--- config.mk ---
export PLATFORM = sky130hd
export DESIGN_NAME = biometric_sequencer
export DESIGN_NICKNAME = d
export VERILOG_FILES = /design/src/rtl/biometric_sequencer.sv
export SDC_FILE = /design/constraint.sdc
export NUM_CORES = 1
export LEC_CHECK = 0
export BUFFER_PORTS_ARGS = -buffer_cell sky130_fd_sc_hd__buf_2
export CORE_MARGIN = 3
export CORE_UTILIZATION = 40
export CTS_BUF_LIST = sky130_fd_sc_hd__clkbuf_16
export CTS_CLUSTER_DIAMETER = 100
export DETAILED_ROUTE_END_ITERATION = 10
export GPL_ROUTABILITY_DRIVEN = 0
export SKIP_LAST_GASP = 1
export SLEW_MARGIN = 20
export SYNTH_ARGS = -nofsm -noshare
export SYNTH_HDL_FRONTEND = slang
export SYNTH_SLANG_ARGS = --single-unit
--- constraint.sdc ---
create_clock -name clk_in -period 4 [get_ports clk_in]
set_clock_uncertainty 0.1 [all_clocks]
set_input_delay 1 -clock clk_in [delete_from_list [all_inputs] [get_ports clk_in]]
set_output_delay 1 -clock clk_in [all_outputs]
set_load 0.005 [all_outputs]
--- src/rtl/biometric_sequencer.sv ---
// biometric_sequencer: sequences one voice-biometric utterance (capture FFT frames,
// then optionally wait for a BLE verdict) and reports the result.
// Latency: gate opens 1 cycle after start; result/timeout pulse 1 cycle after the deciding event.
// Backpressure: passive monitor of the FFT handshake; start_in ignored unless IDLE and unlocked.
//
// Ports:
//   clk_in, rst_n_in           clock, synchronous active-low reset
//   start_in, enroll_in        utterance request and mode (1 = enroll, 0 = verify)
//   fft_valid/ready/last_in    monitored FFT stream handshake (a last-beat completes a frame)
//   ble_valid_in, ble_data_in  verdict byte from the bluetooth link (nonzero = match)
//   fft_gate_out               FFT stream enable, high only while capturing
//   write_enable_out           enroll/store level, high while capturing in enroll mode
//   busy_out                   high whenever not IDLE
//   frame_count_out            frames completed in this utterance
//   result_valid_out           one-cycle completion pulse
//   detected_out               latched verdict, held until the next accepted start
//   timeout_out                one-cycle pulse when no verdict arrived in time
//   locked_out_out             lockout active
//
// Optional feature: define BIOMETRIC_LOCKOUT_EN to lock out start requests for
// LOCKOUT_CYCLES after three consecutive failed verifications.

module biometric_sequencer #(
  parameter int FRAMES         = 8,
  parameter int TIMEOUT_CYCLES = 100_000_000,
  parameter int LOCKOUT_CYCLES = 500_000_000
) (
  input  logic       clk_in,
  input  logic       rst_n_in,
  input  logic       start_in,
  input  logic       enroll_in,
  input  logic       fft_valid_in,
  input  logic       fft_ready_in,
  input  logic       fft_last_in,
  input  logic       ble_valid_in,
  input  logic [7:0] ble_data_in,
  output logic       fft_gate_out,
  output logic       write_enable_out,
  output logic       busy_out,
  output logic [7:0] frame_count_out,
  output logic       result_valid_out,
  output logic       detected_out,
  output logic       timeout_out,
  output logic       locked_out_out
);

  // Timer holds 0..TIMEOUT_CYCLES-1, so $clog2 bits are enough.
  localparam int TW = (TIMEOUT_CYCLES > 1) ? $clog2(TIMEOUT_CYCLES) : 1;
  localparam logic [TW-1:0] TIMER_LAST  = TW'(TIMEOUT_CYCLES - 1);
  localparam logic [7:0]    FRAME_LAST  = 8'(FRAMES - 1);
  localparam logic [7:0]    FRAME_MAX   = 8'(FRAMES);

  if (FRAMES < 1 || FRAMES > 255) begin : g_bad_frames
    $error("biometric_sequencer: FRAMES must be 1..255");
  end
  if (TIMEOUT_CYCLES < 1) begin : g_bad_timeout
    $error("biometric_sequencer: TIMEOUT_CYCLES must be >= 1");
  end
  if (LOCKOUT_CYCLES < 1) begin : g_bad_lockout
    $error("biometric_sequencer: LOCKOUT_CYCLES must be >= 1");
  end

  typedef enum logic [1:0] {
    IDLE        = 2'd0,
    CAPTURE     = 2'd1,
    WAIT_RESULT = 2'd2
  } state_t;

  state_t        state;
  state_t        state_next;
  logic          enroll_q;
  logic [7:0]    frame_count;
  logic [TW-1:0] timer;
  logic          detected;
  logic          result_valid;
  logic          timeout;
  logic          locked;

  logic          frame_beat;
  logic          start_accept;
  logic          frame_done;
  logic          verdict;
  logic          expire;

  assign frame_beat = fft_valid_in & fft_ready_in & fft_last_in;

  // State register
  always_ff @(posedge clk_in) begin
    if (!rst_n_in) begin
      state <= IDLE;
    end else begin
      state <= state_next;
    end
  end

  // Next state, decision strobes and state-decoded outputs
  always_comb begin
    state_next       = state;
    start_accept     = 1'b0;
    frame_done       = 1'b0;
    verdict          = 1'b0;
    expire           = 1'b0;
    fft_gate_out     = 1'b0;
    write_enable_out = 1'b0;
    busy_out         = 1'b0;
    case (state)
      IDLE: begin
        if (start_in && !locked) begin
          start_accept = 1'b1;
          state_next   = CAPTURE;
        end
      end
      CAPTURE: begin
        fft_gate_out     = 1'b1;
        write_enable_out = enroll_q;
        busy_out         = 1'b1;
        if (frame_beat && frame_count == FRAME_LAST) begin
          frame_done = 1'b1;
          state_next = enroll_q ? IDLE : WAIT_RESULT;
        end
      end
      WAIT_RESULT: begin
        busy_out = 1'b1;
        // A verdict on the expiry cycle wins over the timeout.
        if (ble_valid_in) begin
          verdict    = 1'b1;
          state_next = IDLE;
        end else if (timer == TIMER_LAST) begin
          expire     = 1'b1;
          state_next = IDLE;
        end
      end
      default: begin
        state_next = IDLE;
      end
    endcase
  end

  // Datapath: frame counter, verdict timer, result latches
  always_ff @(posedge clk_in) begin
    if (!rst_n_in) begin
      enroll_q     <= 1'b0;
      frame_count  <= 8'd0;
      timer        <= '0;
      detected     <= 1'b0;
      result_valid <= 1'b0;
      timeout      <= 1'b0;
    end else begin
      result_valid <= 1'b0;
      timeout      <= 1'b0;
      if (start_accept) begin
        enroll_q    <= enroll_in;
        frame_count <= 8'd0;
        detected    <= 1'b0;
      end
      if (state == CAPTURE && frame_beat && frame_count != FRAME_MAX) begin
        frame_count <= frame_count + 8'd1;
      end
      if (frame_done) begin
        timer <= '0;
        if (enroll_q) begin
          result_valid <= 1'b1;
          detected     <= 1'b0;
        end
      end
      if (state == WAIT_RESULT && !verdict && !expire) begin
        timer <= timer + 1'b1;
      end
      if (verdict) begin
        detected     <= |ble_data_in;
        result_valid <= 1'b1;
      end
      if (expire) begin
        detected     <= 1'b0;
        timeout      <= 1'b1;
        result_valid <= 1'b1;
      end
    end
  end

`ifdef BIOMETRIC_LOCKOUT_EN
  localparam int LW = (LOCKOUT_CYCLES > 1) ? $clog2(LOCKOUT_CYCLES) : 1;
  localparam logic [LW-1:0] LOCK_LAST = LW'(LOCKOUT_CYCLES - 1);

  logic [1:0]    fail_count;
  logic [LW-1:0] lock_timer;
  logic          locked_q;
  logic          verify_pass;
  logic          verify_fail;

  // Only verify completions reach verdict/expire, so enroll never moves the count.
  assign verify_pass = verdict & (|ble_data_in);
  assign verify_fail = (verdict & ~(|ble_data_in)) | expire;

  always_ff @(posedge clk_in) begin
    if (!rst_n_in) begin
      fail_count <= 2'd0;
      lock_timer <= '0;
      locked_q   <= 1'b0;
    end else if (locked_q) begin
      if (lock_timer == LOCK_LAST) begin
        locked_q   <= 1'b0;
        lock_timer <= '0;
        fail_count <= 2'd0;
      end else begin
        lock_timer <= lock_timer + 1'b1;
      end
    end else if (verify_pass) begin
      fail_count <= 2'd0;
    end else if (verify_fail) begin
      fail_count <= fail_count + 2'd1;
      if (fail_count == 2'd2) begin
        // Lock asserts on the same edge that raises result_valid (IDLE entry).
        locked_q   <= 1'b1;
        lock_timer <= '0;
      end
    end
  end

  assign locked = locked_q;
`else
  assign locked = 1'b0;
`endif

  assign frame_count_out  = frame_count;
  assign result_valid_out = result_valid;
  assign detected_out     = detected;
  assign timeout_out      = timeout;
  assign locked_out_out   = locked;

endmodule

# Yosys cells after proc, flatten, opt, wreduce, memory -nomap -nowiden
# Index checks and enable logic that the tools add are counted.
dict set report op_classes {
  add_sub_neg 2
  mul 0
  n_div 0
  order_cmp 0
  eq_ne 8
  shift 0
  n_mux 31
  bitwise 3
  n_reduce_logical 14
}
# cell count
set op_table {}
lappend op_table {{$mux 27} 2}
lappend op_table {{$add 27x1->27 const B} 1}
lappend op_table {{$eq 27x27->1 const B} 1}
lappend op_table {{$mux 1} 21}
lappend op_table {{$mux 8} 2}
lappend op_table {{$mux 2} 5}
lappend op_table {{$add 8x1->8 const B} 1}
lappend op_table {{$eq 8x3->1 const B} 1}
lappend op_table {{$ne 8x4->1 const B} 1}
lappend op_table {{$reduce_or 8->1} 1}
lappend op_table {{$pmux 2 s3} 1}
lappend op_table {{$logic_and 1x1->1} 5}
lappend op_table {{$ne 2x2->1 const B} 2}
lappend op_table {{$reduce_bool 2->1} 2}
lappend op_table {{$reduce_or 2->1} 2}
lappend op_table {{$ne 3x3->1 const B} 1}
lappend op_table {{$reduce_and 3->1} 1}
lappend op_table {{$and 1x1->1} 2}
lappend op_table {{$eq 2x1->1 const B} 1}
lappend op_table {{$eq 2x2->1 const B} 1}
lappend op_table {{$logic_not 1->1} 2}
lappend op_table {{$logic_not 2->1} 1}
lappend op_table {{$not 1->1} 1}
dict set report totals {
  regBits 41
  latch_bits 0
  ramBits 0
  rom_bits 0
  input_bits 16
  wordCells 65
  n_memories 0
}

# Depth between registers and ports, before layout
dict set report logic_depth {
  ltp_word 8
  mapped_depth 8
  mapped_depth_nobuf 7
}

# Worst setup path after synthesis
# No wires, ideal clock.
dict set report synth_timing {
  path_kind {input to register}
  from {in fft_last_in}
  to {reg timer[9]}
  setup_time_ns 0.120
  arrival_ns 2.164
  path_slack_ns 1.616
  stages 6
  path_cell_list {nand4_1 > nor4_1 > nor2b_1 > and2_4 > buf_6 > a211o_1}
}
dict set report synth_via {
  elab_chain_len 5
}
# element line_no
set synth_lines {}
lappend synth_lines {{from (decl)} 34} ;# input logic fft_last_in,
lappend synth_lines {{$and 1x1->1} 85} ;# assign frame_beat = fft_valid_in & fft_ready_in & fft_last_in;
lappend synth_lines {{$logic_and 1x1->1} 117} ;# if (frame_beat && frame_count == FRAME_LAST) begin
lappend synth_lines {{$mux 1} 117}
lappend synth_lines {{$mux 1} 106} ;# case (state)
lappend synth_lines {{$reduce_bool 2->1 (no source line)} -}
lappend synth_lines {{to (signal assigned)} 167} ;# timer <= timer + 1'b1;
lappend synth_lines {{to (decl)} 73} ;# logic [TW-1:0] timer;
# No other way between the ends.
# A chain may end at the register's enable or synchronous reset.

# Worst setup path in the final report
dict set report layout_timing {
  from {reg timer[1]}
  to {reg timer[13]}
}
dict set report layout_via {
  elab_chain_len 7
  word_cells_on_any_way 9
}
# element
set layout_lines {}
lappend layout_lines {{branches (longest 7 deep; another with $add 27x1->27)}}
# Several ways; the timed one is not identified.

==> flow_summary.toml <==
[outcome]
status = "complete, no violations"

[setup_path]
criticalPathCategory = "register to register"
r2r.worst_path.cells = 6
end_kind = "register"
cp_max_fo = 20
cp.required_ns = 4.07
crit_arrival_ns = 2.71
reg2reg_slack_ns = 1.36
r2r_start = "timer[1]"
worstSetupEndpoint = "timer[13]"
worstReg2RegEnd = "timer[13]"
startpoint_type = "register"
startpoint = "timer[1]"

[synth]
synth_area_um2 = 2350
synth-main-ff-cell = "dfxtp_1"
netlist_instances = 277
avgSynthCellArea_um2 = 8.50
async_flop_share = 0
synth-edff-count = 0
netlist-cell-type-count = 54
ys_seq_area_frac = 0.349
syn_nets = 300
yosysWarnings = 0
ys_ff_latch = 41

[floorplan]
fp.dieW_um = 82.7
core_um2 = 5610
start_util = 0.420
rows = 27
boundaryPins = 31
die-area_um2 = 6840
die_y_um = 82.7

[cells_and_area]
final_cell_mix = "dfxtp_1 (41), buf_2 (29), nand2_1 (22), nand3_1 (22), o21ai_0 (19)"
regArea_um2 = 821
final_common_cell = "dfxtp_1"
syn_to_final_growth_pct = 12.4
layout-drive-gt1-share = 0.158
fillers = 594
diodes = 0
multi_input_area_um2 = 1420
fin_nets = 325

[global_route]
grt_pass1_wl_mm = 9.11
grt_usage = 0.170
grt_start_max_net_pins = 23
grt_pass1_vias = 1919
overflow = 0
antenna_found_initial = 0

[route]
wirelength_mm = 5.28
via_count = 2161
drc = 0
first_pass_iters = 4
wl_per_cell_um = 14.1
drt_iter0_markers = 136
ant_nets = 0
routed_via_density = 5.76

[timing]
clock.fmax_mhz = 379
report.final.slew_viol_count = 0
relSlewSlack = 0.496
worstMarginPinSlew_ns = 0.755
fin_crit_sh = 0.660
fin_ws_ns = 1.36
setup_viol = 0
hold_violations = 0
fin_crit_ns = 2.64
rsz0062_at_grt = "false"
tns_ns = 0

[cts]
cts_resized = 0
clkTransAtPathRegs_ns = 0.06
clock_latency_ns = 0.28
cts_tree = "done"
cts-hold-fix-buffers = 0
cts_root_buf = "clkbuf_16"
post-cts-setup-buffers = 0
cts_buffer_depth = 2
cts_made_buffers = 5
clock-sinks = 41
cts.htree.levels = 2

[place]
hpwl_mm = 3.69
dp_slack_ns = 1.28
io_buffers = 29

[pwr]
pwr_density_cell_nw_per_um2 = 356
ir_worst_vdd_uv = 220
power_leakage_nw = 1.11

[run]
cap_viol_max_count = 0

[min_path]
hold_path.class = "register to register"
==> registers in the layout, summed over array words and instances (netlist names) <==
name              cells
result_valid_out      1
state                 2
frame_count_out       8
detected_out          1
timer                27
enroll_q              1
timeout_out           1
==> power by group <==
part           total [mW]  internal (mW)  switching (mW)  leakage (nW)
registers           0.431          0.420          0.0104         0.331
logic               0.136         0.0543          0.0818         0.699
clock network       0.375          0.224           0.151        0.0776
==> through the flow <==
stage	hold slack (ns)	util	area (um2)	instances	power (mW)
4_1_cts	0.384	0.472	2650	375	0.959
6_report	0.381	0.472	2650	375	0.942
5_1_grt	0.415	0.472	2650	375	0.990
3_5_place_dp	0.371	0.447	2510	367	0.577
3_3_place_gp	0.369	0.447	2510	367	0.576
2_1_floorplan	0.351	-	2350	277	0.534
==> worst max-delay path: stages, from the launching register on <==
cell and delay, ns:
dfxtp_1 0.43, ha_1 0.25, nand3_1 0.24, nor4_4 0.47, a21o_1 0.64, nor4_1 0.12
a221o_1 0.28
==> synth_stat cells (2+ instances only) <==
cell type / instances / share of area
clkbuf_1: 4 / 0.0064
a22o_1: 4 / 0.015
o21a_1: 2 / 0.0064
inv_1: 9 / 0.014
nor3_1: 8 / 0.017
a21oi_1: 10 / 0.021
xor2_1: 4 / 0.015
dfxtp_1: 41 / 0.35
nor2_1: 13 / 0.021
nand3_1: 22 / 0.047
buf_2: 2 / 0.0043
o32ai_1: 3 / 0.011
mux2i_1: 3 / 0.013
nor4_1: 5 / 0.013
or3_2: 3 / 0.0096
o41ai_1: 2 / 0.0074
nand2_1: 22 / 0.035
a221o_1: 2 / 0.0085
nand3b_1: 7 / 0.022
buf_6: 3 / 0.014
nand4_1: 8 / 0.021
or3_1: 6 / 0.016
a21boi_0: 8 / 0.026
or4_1: 6 / 0.019
and3_1: 9 / 0.024
a211o_1: 5 / 0.019
nor2b_1: 2 / 0.0053
nand2b_1: 2 / 0.0053
and2_1: 3 / 0.0080
nor4_4: 2 / 0.018
ha_1: 7 / 0.037
o21ai_0: 19 / 0.040
a21o_1: 10 / 0.032
==> routing by layer <==
layer / part of all wire / up-vias / GRT usage
met1: 0.50 / 995 / 0.241
met5: 0 / - / 0
met2: 0.44 / 67 / 0.261
li1: - / 1094 / -
met4: 0.0093 / 0 / 0.0425
met3: 0.056 / 5 / 0.0358
==> layout make-up <==
type | count | area share
Multi-Input combinational cell | 216 | 0.536
Sequential cell | 41 | 0.310
Timing Repair Buffer | 29 | 0.0549
Clock buffer | 5 | 0.0473
Tap cell | 72 | 0.0341
Inverter | 9 | 0.0128
Clock inverter | 3 | 0.00426
==> logic make-up after synthesis <==
| logic type | after synthesis | synth area share |
|---|---|---|
| fa+ha+maj | 7 | 0.0372 |
| simple gates | 126 | 0.315 |
| buf+inv | 20 | 0.0484 |
| compound gates | 75 | 0.222 |
| other cells | 1 | 0.00159 |
| mux | 3 | 0.0128 |
| xor+xnor | 4 | 0.0149 |
| flops | 41 | 0.349 |
==> worst min-delay path by stage <==
stage / endpoint / startpoint / cells after the start / slack [ns]
floorplan: state[1] / state[1] / 2 / 0.35
detailed placement: state[0] / state[0] / 2 / 0.37
global placement: state[0] / state[0] / 2 / 0.37
CTS: state[0] / state[0] / 2 / 0.38
global route: enroll_q / enroll_q / 2 / 0.42
finish: state[0] / state[0] / 2 / 0.38
No activity file was read; power rests on OpenSTA's default activity.
